===== src/rtl/regn_pkg.sv =====
// regn_pkg: shared limits and helpers for the regn_pipe register pipeline.
//   REGN_MAX_DEPTH : largest supported number of stages
//   REGN_MAX_N     : largest supported data width
//   occ_width()    : bit width needed to count 0..depth valid items
package regn_pkg;

   localparam int REGN_MAX_DEPTH = 8;
   localparam int REGN_MAX_N     = 64;

   function automatic int occ_width(input int depth);
      return $clog2(depth + 1);
   endfunction

endpackage


===== src/rtl/regn_stage.sv =====
// regn_stage: one pipeline slot, a valid flag plus N-bit data.
// Ports:
//   clk, rst   : clock and synchronous active-high reset
//   load       : take v_in/d_in this edge (data only written when v_in=1)
//   clear      : invalidate the slot, data is kept
//   v_in, d_in : incoming valid/data from the previous slot or the input
//   v, d       : registered valid/data
module regn_stage #(
   parameter int             N       = 32,
   parameter logic [N-1:0]   RST_VAL = '0
) (
   input  logic         clk,
   input  logic         rst,
   input  logic         load,
   input  logic         clear,
   input  logic         v_in,
   input  logic [N-1:0] d_in,
   output logic         v,
   output logic [N-1:0] d
);

   always_ff @(posedge clk) begin
      if (rst) begin
         v <= 1'b0;
         d <= RST_VAL;
      end else if (clear) begin
         v <= 1'b0;
      end else if (load) begin
         v <= v_in;
         // bubbles move through without disturbing the held data
         if (v_in) d <= d_in;
      end
   end

endmodule


===== src/rtl/regn_pipe.sv =====
// regn_pipe: DEPTH-stage valid/ready register pipeline with bubble collapse,
// synchronous flush and a registered occupancy counter.
// Ports:
//   clk, rst            : clock, synchronous active-high reset
//   flush               : invalidate all stages; blocks transfers this cycle
//   in_valid, in_ready  : upstream handshake, di is the input data
//   out_valid, out_ready: downstream handshake, dout is the last stage data
//                         (named dout because "do" is a reserved word)
//   occupancy           : number of valid items held
module regn_pipe
   import regn_pkg::*;
#(
   parameter int           N       = 32,
   parameter int           DEPTH   = 2,
   parameter logic [N-1:0] RST_VAL = '0
) (
   input  logic                          clk,
   input  logic                          rst,
   input  logic                          flush,
   input  logic                          in_valid,
   output logic                          in_ready,
   input  logic [N-1:0]                  di,
   output logic                          out_valid,
   input  logic                          out_ready,
   output logic [N-1:0]                  dout,
   output logic [occ_width(DEPTH)-1:0]   occupancy
);

   localparam int OW = occ_width(DEPTH);

   if (N < 1 || N > REGN_MAX_N) begin : g_bad_n
      $error("regn_pipe: N=%0d outside 1..%0d", N, REGN_MAX_N);
   end
   if (DEPTH < 1 || DEPTH > REGN_MAX_DEPTH) begin : g_bad_depth
      $error("regn_pipe: DEPTH=%0d outside 1..%0d", DEPTH, REGN_MAX_DEPTH);
   end

   logic [DEPTH:0]   rdy;
   logic [DEPTH-1:0] v;
   logic [N-1:0]     d [DEPTH];
   logic             in_xfer;
   logic             out_xfer;

   assign rdy[DEPTH] = out_ready;

   for (genvar i = 0; i < DEPTH; i++) begin : g_stage
      logic         v_in;
      logic [N-1:0] d_in;

      // an empty slot always accepts, so bubbles collapse under a stall
      assign rdy[i] = !v[i] || rdy[i+1];

      if (i == 0) begin : g_first
         assign v_in = in_valid;
         assign d_in = di;
      end else begin : g_next
         assign v_in = v[i-1];
         assign d_in = d[i-1];
      end

      regn_stage #(
         .N       (N),
         .RST_VAL (RST_VAL)
      ) u_stage (
         .clk   (clk),
         .rst   (rst),
         .load  (rdy[i] && !flush),
         .clear (flush),
         .v_in  (v_in),
         .d_in  (d_in),
         .v     (v[i]),
         .d     (d[i])
      );
   end

   assign in_ready  = rdy[0] && !flush && !rst;
   assign out_valid = v[DEPTH-1] && !flush;
   assign dout      = d[DEPTH-1];

   assign in_xfer  = in_valid && in_ready;
   assign out_xfer = out_valid && out_ready;

   always_ff @(posedge clk) begin
      if (rst || flush) begin
         occupancy <= '0;
      end else if (in_xfer && !out_xfer) begin
         occupancy <= occupancy + OW'(1);
      end else if (out_xfer && !in_xfer) begin
         occupancy <= occupancy - OW'(1);
      end
   end

endmodule


===== config.mk =====
export PLATFORM = sky130hd
export DESIGN_NAME = regn_pipe
export DESIGN_NICKNAME = d
export VERILOG_FILES = /design/src/rtl/regn_pkg.sv /design/src/rtl/regn_stage.sv /design/src/rtl/regn_pipe.sv
export SDC_FILE = /design/constraint.sdc
export NUM_CORES = 1
export LEC_CHECK = 0
export ABC_AREA = 1
export CORE_MARGIN = 1.5
export CORE_UTILIZATION = 52
export DETAILED_ROUTE_END_ITERATION = 12
export GPL_TIMING_DRIVEN = 0
export PLACE_DENSITY = 0.84
export RECOVER_POWER = 50
export SETUP_SLACK_MARGIN = 0.1
export SYNTH_ARGS = -nofsm -noshare
export SYNTH_HDL_FRONTEND = slang
export SYNTH_SLANG_ARGS = --single-unit

===== constraint.sdc =====
create_clock -name clk -period 4.2 [get_ports clk]
set_input_delay 0.42 -clock clk [delete_from_list [all_inputs] [get_ports clk]]
set_output_delay 0.42 -clock clk [all_outputs]
set_load 0.01 [all_outputs]

==> After elaboration in Yosys (flattened, before gate mapping) <==
Index checks and enable logic that the tools add are counted.
{ "totals": {"out_inout_bits": 36, "input_bits": 37, "register_bits": 68, "wordCells": 31} }
{ "op_classes": {"reduce_logical": 21, "add_sub_neg": 2, "bitwise": 1, "n_mux": 2} }
{ "op_table": {"columns": ["cell", "n"], "rows": [
  ["$logic_and 1x1->1", 8],
  ["$logic_not 1->1", 6],
  ["$reduce_and 3->1", 2],
  ["$mux 2", 2],
  ["$logic_or 1x1->1", 3],
  ["$add 2x1->2 const B", 1],
  ["$reduce_bool 2->1", 1],
  ["$reduce_or 2->1", 1],
  ["$sub 2x1->2 const B", 1],
  ["$not 1->1", 1]
]} }

==> Longest topological paths before layout <==
{ "logic_depth": {"depth_word": 10, "depth_mapped": 11, "ltp_nobuf": 11} }

==> Cells and area by module <==
From an unflattened synthesis, not the netlist that was laid out.
{ "hier_totals": {"hier_cells": 450, "hier_area_um2": 2896.5} }
{ "by_module_without_submodules": {"columns": ["module", "area_per_inst_um2", "cells_each", "n_inst", "seq_area_each_um2"], "rows": [
  ["regn_stage", 1366.3, 210, 2, 660.6],
  ["regn_pipe", 163.9, 30, 1, 40.0]
]} }

==> Least setup slack after synthesis <==
No wires, ideal clock.
{ "synth_path": {"kind": "input to register", "from": "input port rst", "to": "register occupancy[1]", "setup_ns": 0.113, "t_arrival_ns": 1.549, "slack_ns": 2.538, "required_time_ns": 4.087, "path_buffers": 2, "stages": 8, "cell_sequence": "clkbuf_1 > clkbuf_1 > nor2_1 > ha_1 > inv_1 > nand3_1 > nor2_1 > nor2_1"} }
{ "synth_between": {"elab_chain_len": 6, "word_cells_on_any_way": 9, "cone_classes": "1 x mux; 8 x reduce/logical"} }
{ "synth_lines": {"columns": ["item", "line_no", "text"], "rows": [
  ["start, declared", "regn_pipe.sv:18", "input logic rst,"],
  ["$logic_not 1->1", "regn_pipe.sv:76", "assign in_ready = rdy[0] && !flush && !rst;"],
  ["$logic_and 1x1->1", "regn_pipe.sv:76", null],
  ["$logic_and 1x1->1", "regn_pipe.sv:80", "assign in_xfer = in_valid && in_ready;"],
  ["$logic_not 1->1", "regn_pipe.sv:88", "end else if (out_xfer && !in_xfer) begin"],
  ["$logic_and 1x1->1", "regn_pipe.sv:88", null],
  ["$reduce_bool 2->1 (no source line)", null, null],
  ["end signal, assigned", "regn_pipe.sv:87", "occupancy <= occupancy + OW'(1);"],
  ["end signal, assigned", "regn_pipe.sv:89", "occupancy <= occupancy - OW'(1);"],
  ["end, declared", "regn_pipe.sv:26", "output logic [occ_width(DEPTH)-1:0] occupancy"]
]} }
Several ways; a longest one is shown, not always the timed one.
A chain may end at the register's enable or synchronous reset.

==> Final worst setup path <==
{ "layout_path": {"from": "input port out_ready", "to": "output port in_ready"} }
{ "layout_between": {"elab_chain_len": 4} }
{ "layout_lines": {"columns": ["item", "line_no", "text"], "rows": [
  ["start, declared", "regn_pipe.sv:24", "input logic out_ready,"],
  ["$logic_or 1x1->1 (2 in series)", "regn_pipe.sv:51", "assign rdy[i] = !v[i] || rdy[i+1];"],
  ["$logic_and 1x1->1 (2 in series)", "regn_pipe.sv:76", null],
  ["end, declared", "regn_pipe.sv:21", "output logic in_ready,"]
]} }
No other way between the ends.

==> impl_metrics.csv <==
group,metric,value,unit
logic_synthesis,post_synth.cell_area_avg,7.81,sq um
logic_synthesis,post_synth_instance_area,2800,sq um
setup_path,crit_type,"primary input to primary output",
timing,post-route-period-util,62.2,%
die,floorplan.die_area,5830,sq um
setup_path,cpMaxStageDelayCell,"dlygate4sd3_1",
cts,cts_resized,0,
place,postPlaceCellArea,3590,sq um
setup_path,critical_path.reg2reg.endpoint,"occupancy[1]$_SDFFE_PP0P_",
place,io_buffers,71,
drt,drc_errors,0,
setup_path,critical_path.cell_chain,"dlygate4sd3_1, inv_1, nand3_1, buf_2, nand2_1, inv_1, clkdlybuf4s50_1",
flow_run,number_of_maximum_capacitance_constraint_violations,0,
logic_synthesis,synth-seq-cells,68,
setup_path,rrSetupSlack,2.54,ns
setup_path,timing.critical_path.from,"out_ready",
drt,drt_iter0_drc,154,
timing,post-route-min-period,2.61,ns
logic_synthesis,muxShareOfSynthArea,0,%
cts,clk_transition_reported_paths,0.06,ns
die,fp.coreArea,5140,sq um
logic_synthesis,largest_family_of_logic_cells_by_synthesized_area,"simple AND/OR/NAND/NOR gates",
setup_path,worst_ep_required_time,3.78,ns
place,routabilityCongestion,0.806,
logic_synthesis,yosys.area_share.simple,36.8,%
logic_synthesis,number_of_nets_produced_by_synthesis,396,
timing,hold_ws,0.420,ns
logic_synthesis,synth_warnings,0,
cts,post_cts_buffers,0,
die,die_w,76.3,um
setup_path,critical_path_buf_inv_count,5,
drt,routed_via_density,5.14,
cts,clkLatencyLatePin,0.34,ns
timing,achievable-frequency,0.383,GHz
finish,final_design_area_no_fill,3720,sq um
power_and_ir_drop,pwr_density_cell,357,nW/um^2
cts,max-clock-path-buffers,2,
finish,final_nets,478,
drt,drt-pass1-iter-count,4,
finish,share_of_layout_cells_above_drive_strength_1,7.42,%
global_route,grt_start_max_net_pins,12,
drt,wl_per_cell,12.6,um
finish,nFillCells,453,
setup_path,r2r-start,"g_stage[0].u_stage.v$_SDFFE_PP0P_",
timing,timing_hold_violations_final,0,
logic_synthesis,synth-compound-area-share,6.44,%
timing,total_negative_setup_slacks,0,ns
timing,timing.clock.skew,0.00949,ns
die,floorplan.initialDensity,54.4,%
logic_synthesis,post_synth_fa_ha_maj_area_fraction,0.447,%
finish,most_used_cells_in_the_layout_excluding_fill_and_tap_cells,"nand2_1 (76), clkdlybuf4s50_1 (70), nor2_1 (68), dfxtp_1 (68), a21oi_1 (35)",
place,place.detailed.hpwl,4570,um
setup_path,critical_path.endpoint_type,"primary output",
drt,num_vias,2645,
global_route,antenna_found_initial,0,
setup_path,worstSetupPathDepth,7,
die,std_cell_rows,26,
global_route,first_global_vias,2454,
finish,syn_to_final_growth,33.0,%
drt,drtAntennaViolNets,0,
setup_path,cp_common_cell,"inv_1",
timing,worstMarginPinSlew,0.471,ns
setup_path,slowest_delay,0.54,ns
setup_path,worstSetupEndpoint,"in_ready",
timing,timing.max_slew.rel_slack,68.6,%
power_and_ir_drop,vdd_drop_max,264,uV
run_status,outcome,"completed",
finish,ant_cells,0,
setup_path,critical_path.max_fanout,10,
setup_path,critical_path_arrival,2.19,ns
logic_synthesis,yosys.area_share.xor_xnor,0,%
timing,setup_violations,0,
cts,cts.hold.buffers_added,0,
min_path,hold_path.class,"primary input to flip-flop",
cts,cts-buffers-inserted,9,
global_route,grt_first_pass_wirelength,10900,um
cts,clock_tree_from_tritoncts,"done",
setup_path,worst_setup_path_start_kind,"primary input",
timing,final_critical_path_setup_slack,1.59,ns
logic_synthesis,synth_sequential_area_ratio,48.7,%
logic_synthesis,synthCells,358,
cts,cts_root_buffer,"clkbuf_8",
finish,final_common_cell,"nand2_1",
cts,htree_num_levels,3,
logic_synthesis,yosys.cell_types.count,18,
power_and_ir_drop,p_leak,1.42,nW
global_route,grtUsageTotal,23.3,%
timing,maxSlewViolCount,0,
die,ios,73,
drt,routed_wirelength,6490,um
die,die_height,76.3,um
setup_path,crit_family,"buffers and inverters",
setup_path,timing.reg2reg.worst_path_depth,9,
global_route,grt_remaining_overflow,0,
cts,clock-sinks,68,
timing,rsz0062_at_grt,"false",
place,dpl_worst_slack,1.79,ns
cells by family after synthesis:
family / after synthesis
simple gates: 212
buf+inv: 41
flops: 68
compound gates: 36
fa+ha+maj: 1
worst register-to-register path: cells and delay by family, from the launching register on:
family | cells | cell delay, ns
adder cells (fa/ha/maj) | 1 | 0.34
buffers and inverters | 2 | 0.18
flip-flops | 1 | 0.32
AND/OR/NAND/NOR | 6 | 0.72
registers in the layout (all words and copies together) (netlist names):
register	cells
g_stage.u_stage.v	2
occupancy	2
g_stage.u_stage.d	64
stage by stage:
stage | total power [mW] | util [%] | instances
6_report | 1.33 | 72.4 | 515
5_1_grt | 1.38 | 72.4 | 515
4_1_cts | 1.33 | 73.5 | 515
3_5_place_dp | 0.836 | 69.9 | 499
3_3_place_gp | 0.833 | 69.9 | 499
2_1_floorplan | 0.775 | - | 358
power breakdown:
| part | switching [mW] | internal [mW] | total (mW) |
|---|---|---|---|
| combinational | 0.0672 | 0.0688 | 0.136 |
| clock | 0.239 | 0.271 | 0.510 |
| sequential | 0.0124 | 0.669 | 0.682 |
| total | 0.318 | 1.01 | 1.33 |
cell type report:
type	count	area (sq um)	area share, %
inverters	12	45.0	1.21
repair buffers	71	711	19.1
flip-flops and latches	68	1360	36.6
clock buffers	11	131	3.53
well taps	70	87.6	2.35
multi-input cells	249	1190	32.1
clock inverters	5	52.6	1.41
plain buffers	29	136	3.67
layer usage:
layer  vias up  global-route usage, %  part of all wire, %
li1       1348                      -                    -
met1      1212                   28.8                   45
met2        75                   40.0                   49
met3        10                   3.95                  4.9
met4         0                   10.2                  1.6
met5         -                      0                    0
how the worst min path moves through the flow:
| stage | from | to | cells after the start |
|---|---|---|---|
| global placement | g_stage[1].u_stage.d[13]$_SDFFE_PP0P_ | g_stage[1].u_stage.d[13]$_SDFFE_PP0P_ | 2 |
| CTS | rst | g_stage[1].u_stage.d[24]$_SDFFE_PP0P_ | 2 |
| detailed placement | g_stage[1].u_stage.d[8]$_SDFFE_PP0P_ | g_stage[1].u_stage.d[8]$_SDFFE_PP0P_ | 2 |
| finish | rst | g_stage[1].u_stage.d[24]$_SDFFE_PP0P_ | 2 |
| global route | rst | g_stage[1].u_stage.d[24]$_SDFFE_PP0P_ | 2 |
| floorplan | g_stage[0].u_stage.d[0]$_SDFFE_PP0P_ | g_stage[0].u_stage.d[0]$_SDFFE_PP0P_ | 2 |
synthesized netlist by cell type (all sizes together):
| cell type | n | area (sq um) |
|---|---|---|
| nand2 | 76 | 288 |
| nor2 | 69 | 262 |
| dfxtp | 68 | 1360 |
| a21oi | 35 | 175 |
| nand3b | 32 | 240 |
| nand4 | 32 | 200 |
| buf | 24 | 149 |
| inv | 12 | 45.1 |
| clkbuf | 5 | 18.8 |
| nand3 | 3 | 40.0 |
| ha | 1 | 12.5 |
| o21ai | 1 | 5.00 |
(Power assumes the default switching activity.)
==> RTL edit (same flow settings) <==
Reset style: asynchronous (`rst`), changed in one clocked block. Comments in the files are not updated.
--- a/src/rtl/regn_stage.sv
+++ b/src/rtl/regn_stage.sv
@@ -19,7 +19,7 @@
    output logic [N-1:0] d
 );
 
-   always_ff @(posedge clk) begin
+   always_ff @(posedge clk or posedge rst) begin
       if (rst) begin
          v <= 1'b0;
          d <= RST_VAL;
Function: differs if rst is asserted again (counterexample within 4 cycles, from zero or initial values and one cycle with rst high); with rst held inactive, the same outputs for 10 cycles.
==> RTL edit against the unedited design <==
Cell area up 2.1%. Area after synthesis up 0.89%. Wire length up 0.35%. Sequential share of layout area up 8.0 points. Critical path depth unchanged. Via count down 8.7%. Worst setup slack worse by 0.081 ns. Sequential cell count unchanged. Highest routed layer unchanged. Count of clock-buffer cells in the layout up 1. Critical path type unchanged. Clock skew down 0.0049 ns.
Power is not compared: it rests on default switching activity, and its combinational part moved more than twofold at a synthesized area within 25%.
==> RTL edit: results (changes against the unedited design) <==
| Metric | Value |
|---|---|
| NumNets Final | `435 (-9.0%)` |
| Metal2 WL | `3.274 mm (+3.5%)` |
| Highest Clock Rate | `371.2 MHz (-3.0%)` |
| Critical R2R Launch | `g_stage[1].u_stage.v` |
| Layout Cells excl Fill | `472 (-8.3%)` |
| Placed Cells | `456 (-8.6%)` |
| Wire per inst | `13.80 um (+9.5%)` |
| DP Area | `0.003650 mm^2 (+1.5%)` |
| Largest net degree at the start of global routing | `36 (+24)` |
| Async SR Flop Fraction | `97.06% (+97 points)` |
| CTS max path bufs | `2 (unchanged)` |
| R2R Setup Slk | `2.28 ns (-0.26 ns)` |
| Total number of vias | `2414 (-8.7%)` |
| Met3 wire len | `298 um (-6.9%)` |
| P&R area growth vs syn | `34.55%` |
| Seq/Total Area, Yosys | `59.96% (+11 points)` |
| Gpl congestion | `0.7787 (-3.4%)` |
| Initial DRC Count | `240 (+56%)` |
| Top post-synthesis cells by area | `dfrtp_1, nand2_1, nand3_1, buf_6, buf_4` |
| R2R depth | `12 (+3)` |
| Hold WC Path Type | `reg -> reg` |
| Layout cells sized above 1 | `8.458% (+1.0 points)` |
| Worst Path Arrival | `2.27 ns (+0.08 ns)` |
| Fin Clk Skew | `0.004623 ns (-0.004866 ns)` |
| Max stage delay cell, worst path | `clkdlybuf4s50_1` |
| Port bufs | `72 (+1.4%)` |
| Layout fillers | `382 (-16%)` |
| Met3 Use GR | `4.167% (+0.21 points)` |
| Synthesized Nets | `351 (-11%)` |
| Wl on met1 | `2.763 mm (-4.9%)` |
| Placement-stage worst setup slack | `1.700 ns (-0.09047 ns)` |
| Post-CTS setup buffers | `0 (unchanged)` |
| Half-perimeter wire length after placement | `4.509 mm (-1.4%)` |
| Met2 usage | `38.41% (-1.6 points)` |
| Outcome | `finished, final reports clean` |
| Netlist cell types | `19 (+1)` |
| Commonest cells in the netlist | `nand2_1, dfrtp_1, nand3_1` |
| Tightest Pin Transition | `1.228 ns (+0.7570 ns)` |
| First-pass GRT wire length | `10.90 mm (about the same)` |
RTL edit: cell count changes in the layout (fill, tap and decap cells not counted), moves of 4 or more:
cell and delta:
buf_4 +4, dfrtp_1 +66, nand3_1 +62, clkbuf_1 -10
dfxtp_1 -66, a21oi_1 -32, buf_6 +4, buf_2 -11
nand2_1 +59, nand3b_1 -32, nand4_1 -31, nor2_1 -62
RTL edit: tightest hold or removal path, stage by stage, from the launching register on:
cell and delay, ns:
dfrtp_1 0.34, nand2_1 0.05, nand2_1 0.04
RTL edit: worst min-delay path by stage:
stage / startpoint / to / slack [ns] / cells past startpoint
5_1_grt: g_stage[0].u_stage.d[10] / g_stage[0].u_stage.d[10] / 0.50 / 2
4_1_cts: g_stage[1].u_stage.d[25] / g_stage[1].u_stage.d[25] / 0.47 / 2
3_3_place_gp: g_stage[1].u_stage.d[0] / g_stage[1].u_stage.d[0] / 0.45 / 2
3_5_place_dp: g_stage[1].u_stage.d[25] / g_stage[1].u_stage.d[25] / 0.46 / 2
2_1_floorplan: g_stage[0].u_stage.d[0] / g_stage[0].u_stage.d[0] / 0.44 / 2
6_report: g_stage[1].u_stage.d[25] / g_stage[1].u_stage.d[25] / 0.47 / 2
RTL edit: kinds of logic after synthesis:
group | Yosys count | share of synthesized area [%]
buffers and inverters | 30 | 6.652
AOI/OAI and AO/OA | 4 | 0.7092
DFF | 68 | 59.96
and+or+nand+nor | 210 | 32.24
adders and majority gates | 1 | 0.4434
RTL edit: layout make-up:
type | instances | area share (%)
plain buffers | 18 | 3.329
multi-input cells | 215 | 24.16
clock buffers | 12 | 4.351
clock inverters | 4 | 0.5933
inverters | 12 | 1.187
repair buffers | 73 | 19.51
well taps | 70 | 2.307
flip-flops and latches | 68 | 44.56
